--- src/rtl/i2c_pkg.sv ---
// Shared definitions for the I2C temperature-sensor target:
// FSM state encoding, bus-level constants and the default target address.
package i2c_pkg;

    typedef enum logic [2:0] {
        ST_IDLE     = 3'd0,
        ST_ADDR     = 3'd1,
        ST_ADDR_ACK = 3'd2,
        ST_WR_BYTE  = 3'd3,
        ST_WR_ACK   = 3'd4,
        ST_RD_BYTE  = 3'd5,
        ST_RD_ACK   = 3'd6
    } i2c_state_t;

    localparam logic       I2C_ACK          = 1'b0;
    localparam logic       I2C_NACK         = 1'b1;
    localparam logic       I2C_RD           = 1'b1;
    localparam logic [6:0] I2C_DEFAULT_ADDR = 7'h4B;

    // Byte 0 of a read is the high half of the sample, byte 1 the low half.
    function automatic logic [7:0] rd_byte_sel(input logic [15:0] sample, input logic idx);
        return idx ? sample[7:0] : sample[15:8];
    endfunction

endpackage

--- src/rtl/i2c_line_sync.sv ---
// Synchronizer for one open-drain bus line plus a history flop that turns
// the synchronized level into single-cycle rise/fall strobes.
module i2c_line_sync #(
    parameter int STAGES = 2
) (
    input  logic clk,
    input  logic reset,
    input  logic line_in,
    output logic level,
    output logic rise,
    output logic fall
);

    logic [STAGES-1:0] sync_q;
    logic [STAGES-1:0] sync_d;
    logic              hist_q;
    logic              hist_d;

    // Shift the raw line into the chain; history holds the previous synchronized level.
    always_comb begin
        sync_d = {sync_q[STAGES-2:0], line_in};
        hist_d = sync_q[STAGES-1];
    end

    // Reset to the idle-bus level (high) so reset release never fakes an edge.
    always_ff @(posedge clk) begin
        if (reset) begin
            sync_q <= '1;
            hist_q <= 1'b1;
        end else begin
            sync_q <= sync_d;
            hist_q <= hist_d;
        end
    end

    assign level = sync_q[STAGES-1];
    assign rise  = level & ~hist_q;
    assign fall  = ~level & hist_q;

endmodule

--- src/rtl/i2c_temp_target.sv ---
// I2C target emulating a temperature sensor: accepts pointer writes and
// returns a 16-bit sample (MSB first) on reads. The bus is oversampled on clk;
// SDA is only ever pulled low, and only changes after an SCL falling edge.
module i2c_temp_target
    import i2c_pkg::*;
#(
    parameter logic [6:0] ADDR        = I2C_DEFAULT_ADDR,
    parameter int         SYNC_STAGES = 2
) (
    input  logic        clk,
    input  logic        reset,
    input  logic        scl_in,
    input  logic        sda_in,
    output logic        sda_pull,
    input  logic [15:0] temp_data,
    output logic [7:0]  ptr,
    output logic        ptr_valid,
    output logic        rd_done,
    output logic        busy
);

    logic scl_lvl, scl_rise, scl_fall;
    logic sda_lvl, sda_rise, sda_fall;
    logic start_det, stop_det;

    i2c_state_t  state_q,     state_d;
    logic [3:0]  bit_cnt_q,   bit_cnt_d;
    logic [7:0]  shift_q,     shift_d;
    logic        rw_q,        rw_d;
    logic        byte_idx_q,  byte_idx_d;
    logic [15:0] temp_q,      temp_d;
    logic        sda_pull_q,  sda_pull_d;
    logic [7:0]  ptr_q,       ptr_d;
    logic        ptr_valid_q, ptr_valid_d;
    logic        rd_done_q,   rd_done_d;
    logic        busy_q,      busy_d;

    logic [7:0]  cur_byte;
    logic [2:0]  bit_sel;

    i2c_line_sync #(.STAGES(SYNC_STAGES)) u_scl_sync (
        .clk     (clk),
        .reset   (reset),
        .line_in (scl_in),
        .level   (scl_lvl),
        .rise    (scl_rise),
        .fall    (scl_fall)
    );

    i2c_line_sync #(.STAGES(SYNC_STAGES)) u_sda_sync (
        .clk     (clk),
        .reset   (reset),
        .line_in (sda_in),
        .level   (sda_lvl),
        .rise    (sda_rise),
        .fall    (sda_fall)
    );

    // START/STOP are SDA edges while SCL is high; they take priority over any data edge.
    assign start_det = sda_fall & scl_lvl;
    assign stop_det  = sda_rise & scl_lvl;

    // bit_cnt counts bits already driven in RD_BYTE, so it selects the next bit to drive.
    assign cur_byte = rd_byte_sel(temp_q, byte_idx_q);
    assign bit_sel  = 3'd7 - bit_cnt_q[2:0];

    // Next-state logic: bits are sampled on SCL rise, SDA is updated on SCL fall.
    always_comb begin
        state_d     = state_q;
        bit_cnt_d   = bit_cnt_q;
        shift_d     = shift_q;
        rw_d        = rw_q;
        byte_idx_d  = byte_idx_q;
        temp_d      = temp_q;
        sda_pull_d  = sda_pull_q;
        ptr_d       = ptr_q;
        ptr_valid_d = 1'b0;
        rd_done_d   = 1'b0;
        busy_d      = busy_q;

        if (start_det) begin
            state_d    = ST_ADDR;
            bit_cnt_d  = 4'd0;
            busy_d     = 1'b1;
            sda_pull_d = 1'b0;
        end else if (stop_det) begin
            state_d    = ST_IDLE;
            bit_cnt_d  = 4'd0;
            busy_d     = 1'b0;
            sda_pull_d = 1'b0;
        end else begin
            case (state_q)
                ST_IDLE: begin
                end

                ST_ADDR: begin
                    if (scl_rise) begin
                        shift_d = {shift_q[6:0], sda_lvl};
                        if (bit_cnt_q == 4'd7) begin
                            bit_cnt_d = 4'd0;
                            // shift_q[6:0] holds the 7 address bits; the current bit is R/W.
                            if (shift_q[6:0] == ADDR) begin
                                rw_d    = sda_lvl;
                                state_d = ST_ADDR_ACK;
                            end else begin
                                state_d = ST_IDLE;
                                busy_d  = 1'b0;
                            end
                        end else begin
                            bit_cnt_d = bit_cnt_q + 4'd1;
                        end
                    end
                end

                ST_ADDR_ACK: begin
                    if (scl_fall) begin
                        if (bit_cnt_q == 4'd0) begin
                            sda_pull_d = 1'b1;
                            bit_cnt_d  = 4'd1;
                        end else if (rw_q == I2C_RD) begin
                            // Capture the sample once and drive its MSB on this same fall.
                            temp_d     = temp_data;
                            byte_idx_d = 1'b0;
                            sda_pull_d = ~temp_data[15];
                            bit_cnt_d  = 4'd1;
                            state_d    = ST_RD_BYTE;
                        end else begin
                            sda_pull_d = 1'b0;
                            bit_cnt_d  = 4'd0;
                            state_d    = ST_WR_BYTE;
                        end
                    end
                end

                ST_WR_BYTE: begin
                    if (scl_rise) begin
                        shift_d = {shift_q[6:0], sda_lvl};
                        if (bit_cnt_q == 4'd7) begin
                            bit_cnt_d = 4'd0;
                            state_d   = ST_WR_ACK;
                        end else begin
                            bit_cnt_d = bit_cnt_q + 4'd1;
                        end
                    end
                end

                ST_WR_ACK: begin
                    if (scl_fall) begin
                        if (bit_cnt_q == 4'd0) begin
                            sda_pull_d  = 1'b1;
                            bit_cnt_d   = 4'd1;
                            ptr_d       = shift_q;
                            ptr_valid_d = 1'b1;
                        end else begin
                            sda_pull_d = 1'b0;
                            bit_cnt_d  = 4'd0;
                            state_d    = ST_WR_BYTE;
                        end
                    end
                end

                ST_RD_BYTE: begin
                    if (scl_fall) begin
                        if (bit_cnt_q == 4'd8) begin
                            sda_pull_d = 1'b0;
                            bit_cnt_d  = 4'd0;
                            state_d    = ST_RD_ACK;
                        end else begin
                            sda_pull_d = ~cur_byte[bit_sel];
                            bit_cnt_d  = bit_cnt_q + 4'd1;
                        end
                    end
                end

                ST_RD_ACK: begin
                    if (scl_rise) begin
                        if (byte_idx_q) begin
                            rd_done_d = 1'b1;
                        end
                        if (sda_lvl == I2C_ACK) begin
                            // After byte 1 this wraps back to byte 0 of the same sample.
                            byte_idx_d = ~byte_idx_q;
                            bit_cnt_d  = 4'd0;
                            state_d    = ST_RD_BYTE;
                        end else begin
                            state_d = ST_IDLE;
                            busy_d  = 1'b0;
                        end
                    end
                end

                default: begin
                    state_d    = ST_IDLE;
                    busy_d     = 1'b0;
                    sda_pull_d = 1'b0;
                end
            endcase
        end
    end

    // State registers with synchronous reset.
    always_ff @(posedge clk) begin
        if (reset) begin
            state_q     <= ST_IDLE;
            bit_cnt_q   <= 4'd0;
            shift_q     <= 8'h00;
            rw_q        <= 1'b0;
            byte_idx_q  <= 1'b0;
            temp_q      <= 16'h0000;
            sda_pull_q  <= 1'b0;
            ptr_q       <= 8'h00;
            ptr_valid_q <= 1'b0;
            rd_done_q   <= 1'b0;
            busy_q      <= 1'b0;
        end else begin
            state_q     <= state_d;
            bit_cnt_q   <= bit_cnt_d;
            shift_q     <= shift_d;
            rw_q        <= rw_d;
            byte_idx_q  <= byte_idx_d;
            temp_q      <= temp_d;
            sda_pull_q  <= sda_pull_d;
            ptr_q       <= ptr_d;
            ptr_valid_q <= ptr_valid_d;
            rd_done_q   <= rd_done_d;
            busy_q      <= busy_d;
        end
    end

    assign sda_pull  = sda_pull_q;
    assign ptr       = ptr_q;
    assign ptr_valid = ptr_valid_q;
    assign rd_done   = rd_done_q;
    assign busy      = busy_q;

endmodule

--- config.mk ---
export PLATFORM = sky130hd
export DESIGN_NAME = i2c_temp_target
export DESIGN_NICKNAME = d
export VERILOG_FILES = /design/src/rtl/i2c_pkg.sv /design/src/rtl/i2c_line_sync.sv /design/src/rtl/i2c_temp_target.sv
export SDC_FILE = /design/constraint.sdc
export NUM_CORES = 1
export LEC_CHECK = 0
export BUFFER_PORTS_ARGS = -buffer_cell sky130_fd_sc_hd__clkbuf_2
export CAP_MARGIN = 5
export CORE_MARGIN = 2
export CORE_UTILIZATION = 51
export CTS_CLUSTER_SIZE = 14
export DETAILED_ROUTE_END_ITERATION = 16
export PLACE_DENSITY = 0.77
export SETUP_SLACK_MARGIN = 0.5
export SLEW_MARGIN = 10
export SYNTH_ARGS = -nofsm -noshare
export SYNTH_HDL_FRONTEND = slang
export SYNTH_SLANG_ARGS = --single-unit
--- constraint.sdc ---
create_clock -name clk -period 2.24 [get_ports clk]
set_input_delay 0.112 -clock clk [delete_from_list [all_inputs] [get_ports clk]]
set_output_delay 0.112 -clock clk [all_outputs]
set_load 0.05 [all_outputs]
==> results by group <==
Critical path
  – Startpoint Class: flip-flop
  – Worst R2R End: state_q[1]$_SDFFE_PP0P_
  – CP Max Fanout: 5
  – Critical Path End Type: flip-flop
  – Critical R2R Launch: bit_cnt_q[0]$_SDFFE_PP0P_
  – Reg2Reg Depth: 8
  – Worst EP arrival: 2.15 ns
  – Worst EP required: 2.43 ns
  – Type of the worst setup path: flip-flop to flip-flop
  – Flop2flop setup slack: about 0.28 ns

Route
  – Routed wire length: 6210 um
  – Remaining DRCs: 0
  – Vias: around 2,200
  – Detail Route Antenna Nets: 0
  – DRT Pass-1 Iters: 4
  – Via/cell ratio: 6.03
  – DR iter-0 viols: 211
  – Post-detailed-route wirelength per cell: roughly 17 um

Clocking
  – Num CTS Buffers: 5
  – Clk buf depth: 2
  – CTS tree: yes
  – CTS H-tree lvls: 2
  – Root buffer cell: clkbuf_8
  – CTS clock-pin slew for the worst setup and hold paths: 0.09 ns
  – CTS Sinks: 51
  – Worst-Skew Late Latency: 0.30 ns

STA
  – FMAX: between 500 and 600 MHz
  – Final setup TNS: 0 ns
  – Clock Skews: 0.00500 ns
  – Max-slew violations: 0
  – Final hold violations: 0
  – Post-route clock period utilization: 87.5%
  – Tightest Pin Transition: 0.411 ns
  – RSZ-0062 raised after global routing: yes
  – Slew headroom: 72.6%
  – Minimum clock period: 1.96 ns
  – Final setup viols: 0

Floorplanning
  – Die Wd: approximately 73 um
  – # IOs: 32
  – Starting Density: 52.3%
  – Total die area: 5350 um^2
  – Die Span Y: 73.1 um
  – Placeable Area: 4660 um^2
  – Num rows: 25

Yosys
  – Synth warnings: 0
  – Number of synthesized flops with an enable pin: 0
  – Unique masters post-synth: just over 50
  – Synthesized Nets: 279
  – Cells after synthesis: 257
  – Seq cells post-synth: 51
  – Synth top area cells: dfxtp_1 42%, mux2i_1 14%, nor2_1 5.9%
  – Mapped Area: roughly 2400 um^2
  – Top FF cell, synth: dfxtp_1
  – Sequential-to-total area share from yosys stat: between 40% and 50%
  – Area leader, netlist: dfxtp_1
  – Post-synth ARST share: 0%
  – Post-synth top area share: 41.9%
  – Avg Cell Area, Syn: 9.48 um^2

Finish
  – Ant diodes: 0
  – Post-layout nets: 325
  – Core Util, Final: between 60% and 70%
  – Area Growth Syn to Fin: 29.5%
  – Layout cells sized above 1: 36.2%

Global route
  – Initial antenna violation count: 0
  – Largest net degree at the start of global routing: 44
  – Overall Global Routing Usage: 22.8%
  – First-pass GRT wire length: 9440 um
  – Vias in the first global route: 2,036
  – Grt total ovfl: 0

Pwr
  – Tot Pwr: about 1.7 mW
  – Leak: 1.40 nW
  – Peak VDD IR: between 0.0004 and 0.0005 V
  – PD cells: 549 nW/um^2

Run
  – Max-cap violations: 0

Min path
  – WHS Endpoint: temp_q[2]$_SDFFE_PP0P_
  – Min-Delay Path Class: input pin to flip-flop
  – WHS Path Cells: 3
  – Hold wc startpoint: temp_data[2]

Placement
  – DP HPWL: 3600 um
  – Port Buffer Count: 31
  – Final estimated routing congestion in global placement: 0.874

Status
  – Status: finished, final reports clean
cell families after synthesis:
| logic type | synth area share (%) |
|---|---|
| adders and majority gates | 1.03 |
| xor gates and xnor gates | 0.719 |
| DFF | 41.9 |
| AOI/OAI and AO/OA | 13.1 |
| buffers and inverters | 4.88 |
| muxes | 17.7 |
| and+or+nand+nor | 20.6 |
sequential cells by signal (all words and copies together) (netlist names):
| name | flops |
|---|---|
| bit_cnt_q | 4 |
| busy | 1 |
| byte_idx_q | 1 |
| ptr | 8 |
| ptr_valid | 1 |
| rd_done | 1 |
| rw_q | 1 |
| sda_pull | 1 |
| shift_q | 8 |
| state_q | 3 |
| temp_q | 16 |
| u_scl_sync.hist_q | 1 |
| u_scl_sync.sync_q | 2 |
| u_sda_sync.hist_q | 1 |
| u_sda_sync.sync_q | 2 |
metrics by stage:
stage | hold WS [ns] | worst slack [ns] | instances | cell area (um^2)
4_1_cts | 0.0351 | 0.344 | 350 | 2970
3_3_place_gp | 0.295 | 0.204 | 334 | 2690
6_report | 0.0338 | 0.280 | 358 | 3160
2_1_floorplan | 0.216 | 0.292 | 257 | 2490
5_1_grt | 0.0473 | 0.221 | 358 | 3160
3_5_place_dp | 0.298 | 0.154 | 334 | 2690
synthesized netlist by cell type, drive strengths merged, types with 4 or more instances:
library cell  number
o21ai              8
clkbuf            12
buf                6
nor2              38
mux2i             33
nand3              5
a21oi              9
a211oi             4
mux4               4
dfxtp             51
or2                6
inv                8
nor2b              6
nand2             14
layout by cell type, fill, tap and decap left out, types with 3 or more instances in the layout:
cell | netlist | layout
inv_1 | 8 | 6
nor2_1 | 38 | 36
buf_4 | 1 | 18
nand2b_1 | 3 | 3
buf_6 | 2 | 4
dfxtp_2 | 0 | 3
mux4_2 | 4 | 4
nand3_1 | 5 | 4
and3b_1 | 3 | 3
nand4_1 | 3 | 3
a21oi_1 | 9 | 8
clkbuf_8 | 0 | 6
clkbuf_2 | 0 | 31
nand2_1 | 14 | 13
nor2b_1 | 6 | 5
nand3b_1 | 3 | 3
mux2i_1 | 33 | 30
o21ai_0 | 8 | 6
or2_2 | 6 | 6
dfxtp_4 | 0 | 4
dfxtp_1 | 51 | 44
routing by layer:
metal | track usage, % | up-vias | wire, um
met3 | 4.56 | 16 | 349
li1 | - | 1013 | -
met5 | 0 | - | 0
met2 | 37.0 | 93 | 3020
met4 | 11.5 | 0 | 157
met1 | 28.6 | 1036 | 2680
worst max-delay path, stage by stage, from the launching register on:
cell and delay (ns):
dfxtp_4 0.37, inv_4 0.07, ha_4 0.13, or3b_4 0.41
o211a_4 0.28, buf_4 0.14, o311a_4 0.32, nor2_4 0.09
a211oi_2 0.04
worst max path at each step:
stage | from | end | slack (ns)
floorplan | bit_cnt_q[1]$_SDFFE_PP0P_ | state_q[0]$_SDFFE_PP0P_ | 0.29
global placement | bit_cnt_q[0]$_SDFFE_PP0P_ | state_q[0]$_SDFFE_PP0P_ | 0.20
detailed placement | bit_cnt_q[0]$_SDFFE_PP0P_ | state_q[0]$_SDFFE_PP0P_ | 0.15
CTS | bit_cnt_q[0]$_SDFFE_PP0P_ | state_q[0]$_SDFFE_PP0P_ | 0.34
global route | bit_cnt_q[0]$_SDFFE_PP0P_ | state_q[0]$_SDFFE_PP0P_ | 0.22
finish | bit_cnt_q[0]$_SDFFE_PP0P_ | state_q[1]$_SDFFE_PP0P_ | 0.28
where the power goes:
group / internal [mW] / switching (mW)
Clock: 0.362 / 0.300
Combinational: 0.0599 / 0.0876
Sequential: 0.911 / 0.0120
repair_timing:
action	4_1_cts	5_1_grt
endpoints found under the hold margin	2	0
gates resized for setup	23	25
hold buffers	2	0
cloned	1	0
pin swaps	2	7
buffers inserted	5	8
setup endpoints to repair	32	33
area by class of cell:
| class | instances | area, um^2 |
|---|---|---|
| clock buffer | 6 | 82.6 |
| clock inverter | 2 | 35.0 |
| fill | 324 | 1510 |
| inverter | 8 | 35.0 |
| multi-input combinational | 180 | 1490 |
| sequential | 51 | 1040 |
| tap | 54 | 67.6 |
| timing repair buffer | 57 | 403 |
Power figures use the tool's default switching activity.
